<file path="src/rtl/sextium_sram_ctrl_pkg.sv">
// Shared definitions for the Sextium SRAM controller: state encoding, default
// timing values and the state-to-strobe decode used by the FSM.
package sextium_sram_ctrl_pkg;

  typedef enum logic [2:0] {
    ST_IDLE = 3'd0,
    ST_RD   = 3'd1,
    ST_WS   = 3'd2,
    ST_WP   = 3'd3,
    ST_WH   = 3'd4,
    ST_ACK  = 3'd5
  } sram_state_e;

  localparam int DEF_READ_WAIT = 2;
  localparam int DEF_WR_SETUP  = 1;
  localparam int DEF_WR_PULSE  = 2;
  localparam int DEF_WR_HOLD   = 1;

  typedef struct packed {
    logic ce_n;
    logic oe_n;
    logic we_n;
    logic dq_oe;
    logic ack;
  } strobe_t;

  // Strobe levels a given state presents to the SRAM and the core.
  function automatic strobe_t decode_strobes(sram_state_e st);
    strobe_t s;
    s = '{ce_n: 1'b1, oe_n: 1'b1, we_n: 1'b1, dq_oe: 1'b0, ack: 1'b0};
    case (st)
      ST_RD: begin
        s.ce_n = 1'b0;
        s.oe_n = 1'b0;
      end
      ST_WS, ST_WH: begin
        s.ce_n  = 1'b0;
        s.dq_oe = 1'b1;
      end
      ST_WP: begin
        s.ce_n  = 1'b0;
        s.we_n  = 1'b0;
        s.dq_oe = 1'b1;
      end
      ST_ACK:  s.ack = 1'b1;
      default: ;
    endcase
    return s;
  endfunction

  // Timing values must fit the 4-bit wait counter and be at least one cycle.
  function automatic logic timing_ok(int v);
    return (v >= 1) && (v <= 15);
  endfunction

endpackage

</file>
<file path="src/rtl/sextium_sram_ctrl_wait_counter.sv">
// Four-bit load/decrement wait counter with a zero flag, used to time each
// phase of an SRAM access.
module sextium_wait_counter (
  input  logic       clock,
  input  logic       reset,
  input  logic       load,
  input  logic [3:0] load_val,
  input  logic       dec,
  output logic       zero
);

  logic [3:0] count;

  always_ff @(posedge clock) begin
    if (reset) begin
      count <= 4'd0;
    end else if (load) begin
      count <= load_val;
    end else if (dec) begin
      count <= count - 4'd1;
    end
  end

  assign zero = (count == 4'd0);

endmodule

</file>
<file path="src/rtl/sextium_sram_ctrl.sv">
// Memory-side responder for the Sextium core: turns level-held read/write
// requests into timed accesses on an asynchronous 16-bit SRAM.
module sextium_sram_ctrl
  import sextium_sram_ctrl_pkg::*;
#(
  parameter int READ_WAIT = DEF_READ_WAIT,
  parameter int WR_SETUP  = DEF_WR_SETUP,
  parameter int WR_PULSE  = DEF_WR_PULSE,
  parameter int WR_HOLD   = DEF_WR_HOLD
) (
  input  logic        clock,
  input  logic        reset,
  input  logic        mem_read,
  input  logic        mem_write,
  input  logic [15:0] addr_bus,
  input  logic [15:0] mem_bus_out,
  output logic [15:0] mem_bus_in,
  output logic        mem_ack,
  output logic        proto_err,
  output logic [15:0] sram_addr,
  output logic [15:0] sram_dq_o,
  output logic        sram_dq_oe,
  input  logic [15:0] sram_dq_i,
  output logic        sram_ce_n,
  output logic        sram_oe_n,
  output logic        sram_we_n
);

  if (!timing_ok(READ_WAIT) || !timing_ok(WR_SETUP) ||
      !timing_ok(WR_PULSE)  || !timing_ok(WR_HOLD)) begin : g_bad_cfg
    $error("sextium_sram_ctrl: timing parameters must lie in 1..15");
  end

  localparam logic [3:0] RD_LOAD = 4'(READ_WAIT - 1);
  localparam logic [3:0] WS_LOAD = 4'(WR_SETUP - 1);
  localparam logic [3:0] WP_LOAD = 4'(WR_PULSE - 1);
  localparam logic [3:0] WH_LOAD = 4'(WR_HOLD - 1);

  sram_state_e state, state_nxt;
  strobe_t     strb_nxt;
  logic        cnt_load, cnt_dec, cnt_zero;
  logic [3:0]  cnt_load_val;

  sextium_wait_counter u_wait_counter (
    .clock    (clock),
    .reset    (reset),
    .load     (cnt_load),
    .load_val (cnt_load_val),
    .dec      (cnt_dec),
    .zero     (cnt_zero)
  );

  // Each timed phase counts down to zero, then preloads the next phase length.
  always_comb begin
    state_nxt    = state;
    cnt_load     = 1'b0;
    cnt_load_val = 4'd0;
    cnt_dec      = 1'b0;
    case (state)
      ST_IDLE: begin
        if (mem_write) begin
          state_nxt    = ST_WS;
          cnt_load     = 1'b1;
          cnt_load_val = WS_LOAD;
        end else if (mem_read) begin
          state_nxt    = ST_RD;
          cnt_load     = 1'b1;
          cnt_load_val = RD_LOAD;
        end
      end
      ST_RD: begin
        if (cnt_zero) state_nxt = ST_ACK;
        else          cnt_dec   = 1'b1;
      end
      ST_WS: begin
        if (cnt_zero) begin
          state_nxt    = ST_WP;
          cnt_load     = 1'b1;
          cnt_load_val = WP_LOAD;
        end else begin
          cnt_dec = 1'b1;
        end
      end
      ST_WP: begin
        if (cnt_zero) begin
          state_nxt    = ST_WH;
          cnt_load     = 1'b1;
          cnt_load_val = WH_LOAD;
        end else begin
          cnt_dec = 1'b1;
        end
      end
      ST_WH: begin
        if (cnt_zero) state_nxt = ST_ACK;
        else          cnt_dec   = 1'b1;
      end
      default: state_nxt = ST_IDLE;
    endcase
  end

  assign strb_nxt = decode_strobes(state_nxt);

  // Strobes are registered from the next state so they change cleanly on the edge.
  always_ff @(posedge clock) begin
    if (reset) begin
      state      <= ST_IDLE;
      mem_bus_in <= 16'h0000;
      mem_ack    <= 1'b0;
      proto_err  <= 1'b0;
      sram_addr  <= 16'h0000;
      sram_dq_o  <= 16'h0000;
      sram_dq_oe <= 1'b0;
      sram_ce_n  <= 1'b1;
      sram_oe_n  <= 1'b1;
      sram_we_n  <= 1'b1;
    end else begin
      state      <= state_nxt;
      sram_ce_n  <= strb_nxt.ce_n;
      sram_oe_n  <= strb_nxt.oe_n;
      sram_we_n  <= strb_nxt.we_n;
      sram_dq_oe <= strb_nxt.dq_oe;
      mem_ack    <= strb_nxt.ack;
      if (state == ST_IDLE && mem_write) begin
        sram_addr <= addr_bus;
        sram_dq_o <= mem_bus_out;
        if (mem_read) proto_err <= 1'b1;
      end else if (state == ST_IDLE && mem_read) begin
        sram_addr <= addr_bus;
      end
      if (state == ST_RD && cnt_zero) mem_bus_in <= sram_dq_i;
    end
  end

endmodule

</file>
<file path="config.mk">
export PLATFORM = sky130hd
export DESIGN_NAME = sextium_sram_ctrl
export DESIGN_NICKNAME = d
export VERILOG_FILES = /design/src/rtl/sextium_sram_ctrl_pkg.sv /design/src/rtl/sextium_sram_ctrl_wait_counter.sv /design/src/rtl/sextium_sram_ctrl.sv
export SDC_FILE = /design/constraint.sdc
export NUM_CORES = 1
export LEC_CHECK = 0
export CAP_MARGIN = 20
export CORE_ASPECT_RATIO = 1.5
export CORE_UTILIZATION = 44
export CTS_BUF_LIST = sky130_fd_sc_hd__clkbuf_8
export DETAILED_ROUTE_END_ITERATION = 16
export PLACE_DENSITY = 0.8
export SYNTH_ARGS = -nofsm -noshare
export SYNTH_HDL_FRONTEND = slang
export SYNTH_HIERARCHICAL = 1
export SYNTH_SLANG_ARGS = --single-unit
</file>
<file path="constraint.sdc">
create_clock -name clock -period 3 [get_ports clock]
set_clock_uncertainty 0.2 [all_clocks]
set_input_delay 0.6 -clock clock [delete_from_list [all_inputs] [get_ports clock]]
set_output_delay 0.6 -clock clock [all_outputs]
set_load 0.01 [all_outputs]
</file>
; ---- Yosys cells after proc, flatten, opt, wreduce, memory -nomap -nowiden
; Index checks and enable logic that the tools add are counted.
; Widths: inputs -> output; s select.
[totals]
register_bits = 61
in_bits = 52
output_inout_bits = 54
wordCells = 59
[op_classes]
addsub = 1
eq_ne = 9
mux = 25
reduce_logical = 13
[ops]
columns = operator, count
row1 = $mux 16, 2
row2 = $mux 3, 5
row3 = $mux 1, 13
row4 = $eq 3x2->1 const B, 4
row5 = $pmux 3 s4, 1
row6 = $eq 3x3->1 const B, 3
row7 = $mux 4, 2
row8 = $reduce_or 4->1, 2
row9 = $eq 3x1->1 const B, 2
row10 = $logic_not 4->1, 1
row11 = $pmux 1 s2, 2
row12 = $reduce_bool 2->1, 2
row13 = $reduce_or 2->1, 2
row14 = $sub 4x1->4 const B, 1
row15 = $logic_and 1x1->1, 3
row16 = $logic_not 3->1, 1
row17 = $reduce_or 3->1, 1
row18 = $reduce_and 2->1, 1

; ---- Longest topological paths before layout
; Gate-level depths: netlist (run 1).
[depth]
ltp_word = 6
depth_mapped = 9
ltp_nobuf = 7

; ---- Cells and area by module
; Netlist (run 1), hierarchy kept.
[by_module_without_submodules]
columns = module, instances, cells_each, area_per_inst_um2, seq_area_each_um2
row1 = sextium_sram_ctrl, 1, 267, 2357.3, 1141.1
row2 = sextium_wait_counter, 1, 26, 232.7, 80.1

; ---- Least setup slack after synthesis (run 1)
; No wires, ideal clock.
[synth_path]
kind = reg2reg
from = register u_wait_counter.count[0]
to = register u_wait_counter.count[3]
setup_ns = 0.115
arrival_ns = 1.892
required_time_ns = 2.685
setup_slack_ns = 0.794
stages_incl_launch_ff = 9
n_path_buf = 1
synth_period_minus_slack_ns = 2.206
path_cell_list = dfxtp_1 -> inv_1 -> ha_1 -> nor3b_1 -> clkbuf_1 -> nor3_1 -> nor4b_4 -> xor2_1 -> o21a_1
[synth_between]
elab_chain_cells = 4
elab_cells_between_ends = 9
cone_classes = add/sub (1) / mux (6) / reduce/logical (2)
[synth_rtl]
columns = element, line_no
row1 = from (decl), sextium_sram_ctrl_wait_counter.sv:12  ; logic [3:0] count;
row2 = from (signal assigned), sextium_sram_ctrl_wait_counter.sv:18  ; count <= load_val;
row3 = from (signal assigned), sextium_sram_ctrl_wait_counter.sv:20  ; count <= count - 4'd1;
row4 = $logic_not 4->1, sextium_sram_ctrl_wait_counter.sv:24  ; assign zero = (count == 4'd0);
row5 = net cnt_zero, sextium_sram_ctrl.sv:41  ; logic cnt_load, cnt_dec, cnt_zero;
row6 = $mux 1 (2 in series), n/a
row7 = net cnt_dec, sextium_sram_ctrl.sv:41
row8 = $reduce_bool 2->1 (no line), n/a
; The timed path passes the listed nets, and every way through them passes these cells. The select of a mux whose other input is x is not followed.
; A chain may end at the register's enable or synchronous reset.

; ---- Final worst setup path (run 1)
; Same ends and word-level chain as after synthesis.

==> reports/results.tsv, run 1 <==
metric	value	unit
grt_pass1_wl	9140	microns
p_comb_share	38.8	%
tns	0	ps
synth.distinct_cells	36	
power_density	802	nW/um^2
drc	0	
antennaDiodeCount	0	
syn_inst	293	
r2r_slack	870	ps
max-vdd-ir-drop	0.000504	V
dr.pass1.iters	3	
core	5570	sq um
drt-vias-per-instance	4.83	
antenna_found_initial	0	
gp_congestion	0.781	
status	complete, no violations	
final.min_clock_period	2130	ps
internal_power	0.00208	W
cp.arrival	2150	ps
antenna_left	0	
grt_max_degree	43	
setup_viol	0	
clk_transition_reported_paths	70	ps
cts_hold_buf	0	
fin_nets	446	
timing.fmax	470	MHz
post-route-period-util	71.0	%
clock_sinks	61	
num_vias	2255	
initial_core_util	46.5	%
cp.required	3020	ps
ys_ff_latch	61	
ctsLongestPathBuffers	2	
cts_setup_buffers	0	
final_util	68.8	%
slew_violations	0	
syn_area	2590	sq um
layout-drive-gt1-share	7.30	%
drtIter0Drc	85	
gr-total-overflow	0	
wl_per_cell	12.5	microns
syn_to_final_growth	48.2	%
die_w	64.6	microns
crit_end	u_wait_counter/count[3]	
ys_seq_area_share	47.1	%
min_path_type	register to register	
dpl-instance-area	3640	sq um
max-cap-violations	0	
fill_cells	456	
avgSynthCellArea	8.84	sq um
r2r_cells	9	
dp_hpwl	4150	microns
final-hold-violation-count	0	
p_clk_share	23.5	%
swShare	32.3	%
port_buffers	105	
htreeDepth	3	
rows	33	
crit_path_end_kind	register	
rsz0062_at_grt	no	
crit_type	register to register	
fin_area	3840	sq um
tightest_slew	692	ps
yosys_warnings	6	
p_leak	1.43	nW
clk-insertion-delay-late	330	ps
critPathLaunchType	register	
tritoncts	yes	
layout_commonest_cell	clkdlybuf4s50_1	
r2r_end	u_wait_counter/count[3]	
grt_usage	19.3	%
slew_headroom	53.8	%
wl	5840	microns
cts_root_buf	clkbuf_8	
cp-startpoint	u_wait_counter/count[0]	
holdWs	254	ps
crit_fanout	12	
p_sw	0.000994	W
die_area	6200	sq um
final_cell_mix	clkdlybuf4s50_1 (104), nand2_1 (68), dfxtp_1 (61), a21oi_1 (39), nand2b_1 (34)	
grt_pass1_vias	2119	
numCtsBuffers	9	
pin_count	106	
die-height	96.0	microns
r2r-start	u_wait_counter/count[0]	
ctsResizeCount	0	
seqPwrFrac	37.8	%
flip-flops by register name, summed over array words and instances, names as in the netlist:
name,flops
proto_err,1
mem_ack,1
sram_addr,16
mem_bus_in,16
sram_ce_n,1
sram_dq_oe,1
sram_oe_n,1
sram_dq_o,16
u_wait_counter/count,4
state,3
sram_we_n,1
layout make-up:
cell class | count | area, sq um | share of cell area [%]
clock inverter | 4 | 47.5 | 1.24
sequential | 61 | 1220 | 31.8
multi-input combinational | 205 | 1220 | 31.7
timing repair buffer | 112 | 1100 | 28.6
tap | 70 | 87.6 | 2.28
inverter | 4 | 15.0 | 0.391
clock buffer | 11 | 151 | 3.95
per-layer routing:
metal | track usage (%) | vias to the layer above | part of all wire, %
met4 | 7.78 | 0 | 1.2
met3 | 6.04 | 7 | 5.9
met5 | 0 | - | 0
met1 | 19.8 | 1011 | 41
li1 | - | 1158 | -
met2 | 36.0 | 79 | 52
power groups by stage:
stage	sequential, W	combinational [W]	clock [W]
floorplan	0.00118	0.000759	0
detailed placement	0.00118	0.00120	0
global placement	0.00117	0.00119	0
global route	0.00119	0.00131	0.000779
finish	0.00116	0.00119	0.000722
CTS	0.00117	0.00121	0.000745
worst max-delay path: stages, from the launching register on:
cell and delay, ps:
dfxtp_1 410, inv_1 70, ha_1 200, nor3b_1 140
buf_4 180, nor3_1 180, buf_4 160, nor4b_4 210
xor2_1 100, o21a_1 170
synth_stat cells (all sizes together):
| master | instances | area share [%] |
|---|---|---|
| a2111o | 1 | 0.43 |
| a211o | 1 | 0.34 |
| a21boi | 1 | 0.29 |
| a21o | 1 | 0.29 |
| a21oi | 39 | 7.5 |
| a31oi | 1 | 0.24 |
| buf | 13 | 4.1 |
| clkbuf | 12 | 1.8 |
| conb | 1 | 0.14 |
| dfxtp | 61 | 47 |
| ha | 1 | 0.48 |
| inv | 4 | 0.58 |
| mux2i | 19 | 7.3 |
| nand2 | 68 | 9.9 |
| nand2b | 34 | 8.2 |
| nand4bb | 1 | 0.43 |
| nor2 | 5 | 0.72 |
| nor2b | 3 | 0.72 |
| nor3 | 5 | 0.97 |
| nor3b | 3 | 0.87 |
| nor4b | 3 | 2.2 |
| nor4bb | 1 | 0.39 |
| o21a | 4 | 1.2 |
| o21ai | 1 | 0.19 |
| o31ai | 1 | 0.29 |
| or3b | 1 | 0.34 |
| or4b | 3 | 1.3 |
| xnor2 | 3 | 1.0 |
| xor2 | 2 | 0.68 |
per-stage QoR:
| step | setup slack [ps] | total power, W | std cells |
|---|---|---|---|
| after floorplan | 794 | 0.00194 | 295 |
| after global placement | 732 | 0.00236 | 452 |
| after detailed placement | 693 | 0.00238 | 452 |
| after CTS | 851 | 0.00312 | 467 |
| after global routing | 703 | 0.00327 | 467 |
| final | 871 | 0.00308 | 467 |
cells by family (layout without fill, tap and decap cells):
family | Yosys count | count (layout) | synth area share [%]
buffers and inverters | 29 | 131 | 6.42
flip-flops | 61 | 61 | 47.1
AND/OR/NAND/NOR | 127 | 127 | 26.0
XOR/XNOR | 5 | 5 | 1.69
AO/OA/AOI/OAI | 50 | 50 | 10.8
other | 1 | 3 | 0.145
multiplexers | 19 | 19 | 7.34
adder cells (fa/ha/maj) | 1 | 1 | 0.483
how the worst min path moves through the flow:
stage / from / to / slack (ps) / cells after the start
after global routing: mem_bus_in[8] / mem_bus_in[8] / 270 / 2
after detailed placement: mem_bus_in[0] / mem_bus_in[0] / 250 / 2
after CTS: mem_bus_in[0] / mem_bus_in[0] / 260 / 2
after floorplan: mem_bus_in[0] / mem_bus_in[0] / 280 / 2
final: mem_bus_in[7] / mem_bus_in[7] / 250 / 2
after global placement: sram_dq_o[10] / sram_dq_o[10] / 240 / 2
Note: power is estimated with default switching activity, not from simulation.
==> run 2, diff against run 1 <==
- clock period: 3 -> 2.2 ns (I/O delays scaled with it)
==> run 2 against run 1 <==
Clock-buffer cell count shrank 2. Cell area rose by 1.8%. Cell count grew 1.3%. Sequential share of layout area fell by 0.52 points. Critical endpoint is now sram_ce_n. Highest routed layer unchanged. Via count is 2.9% higher. Core utilization rose by 1.2 points.
==> reports/results.tsv, run 2 (synthesis gave the netlist of run 1 again) <==
metric	value	unit
status	complete, no violations	
min_delay_worst_endpoint	state[0]	
layout-drive-gt1-share	9.43	%
initial_core_util	46.5	%
cts_setup_buffers	0	
post-route-period-util	94.7	%
final_cell_mix	clkdlybuf4s50_1 (104), nand2_1 (68), dfxtp_1 (60), a21oi_1 (39), nand2b_1 (34)	
max-cap-violations	0	
antenna_found_initial	0	
gp_congestion	0.787	
r2r_end	sram_ce_n	
r2r-start	u_wait_counter/count[1]	
grt_pass1_wl	9410	microns
die_area	6200	sq um
pin_count	106	
p_leak	1.45	nW
die-height	96.0	microns
fill_cells	452	
cp_num_buf_inv	2	
dr.pass1.iters	4	
max-vdd-ir-drop	0.000620	V
tns	0	ps
ctsLongestPathBuffers	2	
port_buffers	105	
power_density	1120	nW/um^2
cp.required	2230	ps
syn_to_final_growth	50.8	%
crit_fanout	12	
crit_type	register to register	
top_regs	mem_bus_in (16), sram_addr (16), sram_dq_o (16)	
grt_max_degree	42	
cp-startpoint	u_wait_counter/count[1]	
critPathLaunchType	register	
grt_usage	20.1	%
rows	33	
clock_sinks	61	
drt-vias-per-instance	4.90	
r2r_cells	7	
grt_pass1_vias	2108	
wl_per_cell	12.7	microns
cts_hold_buf	0	
antennaDiodeCount	0	
worstHoldStart	reset	
wl	6000	microns
fin_area	3910	sq um
crit_path_end_kind	register	
max_stage_delay	520	ps
numCtsBuffers	9	
crit_family	simple AND/OR/NAND/NOR gates	
dp_hpwl	4290	microns
multiInputGateArea	1230	sq um
crit_chain	inv_1, ha_1, nor3b_1, buf_4, or4b_1, a31oi_2, a21oi_1	
min_path_type	input pin to register	
ctsResizeCount	0	
drtIter0Drc	100	
cts_root_buf	clkbuf_8	
die_w	64.6	microns
setup_viol	0	
drc	0	
htreeDepth	3	
hold_path_depth	3	
rsz0062_at_grt	no	
final-hold-violation-count	0	
antenna_left	0	
final.min_clock_period	2080	ps
fin_nets	451	
core	5570	sq um
tritoncts	yes	
crit_slowest_cell	or4b_1	
clk_transition_reported_paths	70	ps
slew_violations	0	
layout_commonest_cell	clkdlybuf4s50_1	
dpl-instance-area	3680	sq um
gr-total-overflow	0	
timing.fmax	480	MHz
num_vias	2320	
clk-insertion-delay-late	330	ps
cp.arrival	2110	ps
ff_latch_area	1220	sq um
r2r_slack	120	ps
-- run 2: cell type report --
cell class | count | share of cell area, %
multi-input cells | 205 | 31.5
flip-flops and latches | 61 | 31.3
repair buffers | 117 | 29.1
clock buffers | 9 | 3.17
clock inverters | 7 | 2.34
well taps | 70 | 2.24
inverters | 4 | 0.384
-- run 2: stage by stage --
stage	hold slack, ps	std cells	util, %	total power [W]	worst slack, ps
finish	215	473	70.1	0.00435	116
floorplan	281	295	-	0.00265	76.1
global placement	241	457	66.0	0.00327	101
CTS	206	473	69.9	0.00439	55.3
detailed placement	247	457	66.0	0.00331	61.1
global route	223	473	70.1	0.00462	10.5
-- run 2: how the worst max path moves through the flow --
stage | endpoint | slack (ps) | cells after the start
floorplan | u_wait_counter/count[0] | 80 | 9
global placement | sram_dq_o[13] | 100 | 4
detailed placement | sram_dq_o[6] | 60 | 4
CTS | sram_ce_n | 60 | 7
global route | u_wait_counter/count[0] | 10 | 8
finish | sram_ce_n | 120 | 7
-- run 2: worst reg2reg max path, delay by kind of cell (launching register included) --
| family | cells | cell delay [ps] |
|---|---|---|
| AND/OR/NAND/NOR | 2 | 670 |
| adder cells (fa/ha/maj) | 1 | 200 |
| AO/OA/AOI/OAI | 2 | 270 |
| flip-flops | 1 | 390 |
| buffers and inverters | 2 | 240 |
-- run 2: report_power, final --
| part | total [W] | leakage [nW] | switching [W] | internal, W |
|---|---|---|---|---|
| clock network | 0.00107 | 0.103 | 0.000438 | 0.000631 |
| registers | 0.00152 | 0.500 | 0.000155 | 0.00136 |
| logic | 0.00177 | 0.850 | 0.000821 | 0.000949 |
-- run 2: layer usage --
layer | global-route usage (%) | part of all wire, %
met2 | 37.1 | 52
met3 | 6.40 | 6.5
met4 | 8.89 | 0.95
met5 | 0 | 0
met1 | 20.5 | 40
==> run 3, diff against run 2 <==
- CORE_MARGIN: default -> 4
==> run 3 against run 2 <==
Hold slack improved by 30 ps. Sequential share of layout area increased by 0.36 points. Sequential power about the same. Critical path type unchanged. Largest cell class is now registers.
==> reports/results.tsv, run 3 (synthesis gave the netlist of run 1 again) <==
metric	value	unit
status	complete, no violations	
drt-vias-per-instance	4.80	
htreeDepth	3	
die_w	70.6	microns
cts_root_buf	clkbuf_8	
final_util	67.3	%
grt_max_degree	66	
die-height	102	microns
crit_path_end_kind	register	
drc	0	
gp_congestion	0.786	
cts_setup_buffers	0	
crit_fanout	12	
grt_pass1_vias	2183	
tritoncts	yes	
antenna_left	0	
rows	34	
top_regs	mem_bus_in (16), sram_addr (16), sram_dq_o (16)	
max_stage_delay	500	ps
timing.fmax	492	MHz
dr.pass1.iters	4	
max-vdd-ir-drop	0.000597	V
initial_core_util	45.1	%
slew_violations	0	
antenna_found_initial	0	
stdcell_count	473	
p_leak	1.44	nW
clk-insertion-delay-late	330	ps
post-route-period-util	92.4	%
cts_hold_buf	0	
final-hold-violation-count	0	
layout_commonest_cell	clkdlybuf4s50_1	
dp_hpwl	4500	microns
ff_latch_area	1220	sq um
gr-total-overflow	0	
wl	6280	microns
syn_to_final_growth	49.2	%
r2r-start	u_wait_counter/count[0]	
die_area	7200	sq um
clock_sinks	61	
grt_usage	17.8	%
grt_pass1_wl	10100	microns
cp.arrival	2050	ps
final.min_clock_period	2030	ps
r2r_cells	7	
worstHoldStart	reset	
rsz0062_at_grt	no	
min_delay_worst_endpoint	sram_dq_o[7]	
core	5740	sq um
max-cap-violations	0	
port_buffers	105	
crit_family	simple AND/OR/NAND/NOR gates	
ctsResizeCount	0	
cp.required	2220	ps
crit_chain	inv_1, ha_1, nor3b_1, buf_4, or4b_1, a31oi_1, a21oi_1	
clk_transition_reported_paths	70	ps
hold_path_depth	2	
r2r_end	sram_ce_n	
tightest_slew	534	ps
holdWs	245	ps
min_path_type	input pin to register	
numCtsBuffers	9	
drtIter0Drc	135	
wl_per_cell	13.3	microns
layout-drive-gt1-share	8.73	%
slew_headroom	64.4	%
ctsLongestPathBuffers	2	
num_vias	2272	
dpl.cell_count	457	
tns	0	ps
multiInputGateArea	1220	sq um
fin_nets	449	
crit_slowest_cell	or4b_1	
setup_viol	0	
pin_count	106	
power_density	1100	nW/um^2
fill_cells	490	
crit_type	register to register	
fin_total_pwr	0.00424	W
antennaDiodeCount	0	
cp_num_buf_inv	2	
critPathLaunchType	register	
final_cell_mix	clkdlybuf4s50_1 (104), nand2_1 (68), dfxtp_1 (59), a21oi_1 (39), nand2b_1 (34)	
r2r_slack	170	ps
==> run 3: metrics by stage <==
step	cell area (sq um)	setup WS, ps
6_report	3860	168
5_1_grt	3860	40.7
4_1_cts	3860	82.2
3_5_place_dp	3670	44.3
3_3_place_gp	3670	86.0
2_1_floorplan	2600	76.1
==> run 3: how the worst max path moves through the flow <==
stage,depth (start not counted),endpoint,startpoint,slack [ps]
floorplan,9,u_wait_counter/count[0],u_wait_counter/count[0],80
global placement,4,sram_dq_o[6],mem_write,90
detailed placement,4,sram_dq_o[0],mem_write,40
CTS,7,sram_ce_n,u_wait_counter/count[0],80
global route,9,u_wait_counter/count[1],u_wait_counter/count[0],40
finish,7,sram_ce_n,u_wait_counter/count[0],170
==> run 3: cell type report <==
cell class	count	area share, %
Multi-Input combinational cell	205	31.6
Sequential cell	61	31.7
Clock inverter	6	1.42
Tap cell	72	2.33
Inverter	4	0.388
Timing Repair Buffer	115	29.0
Clock buffer	10	3.56
==> run 3: layer usage <==
metal | GRT usage [%] | part of all wire [%] | routed length, microns | vias to the layer above
met2 | 30.9 | 51 | 3200 | 79
met1 | 19.4 | 41 | 2570 | 1026
met4 | 9.26 | 1.6 | 99 | 0
met3 | 5.71 | 6.5 | 407 | 6
li1 | - | - | - | 1161
met5 | 0 | 0 | 0 | -
==> run 3: report_power, final <==
group	switching (W)	internal, W
clock	0.000422	0.000542
combinational	0.000825	0.000940
sequential	0.000152	0.00136
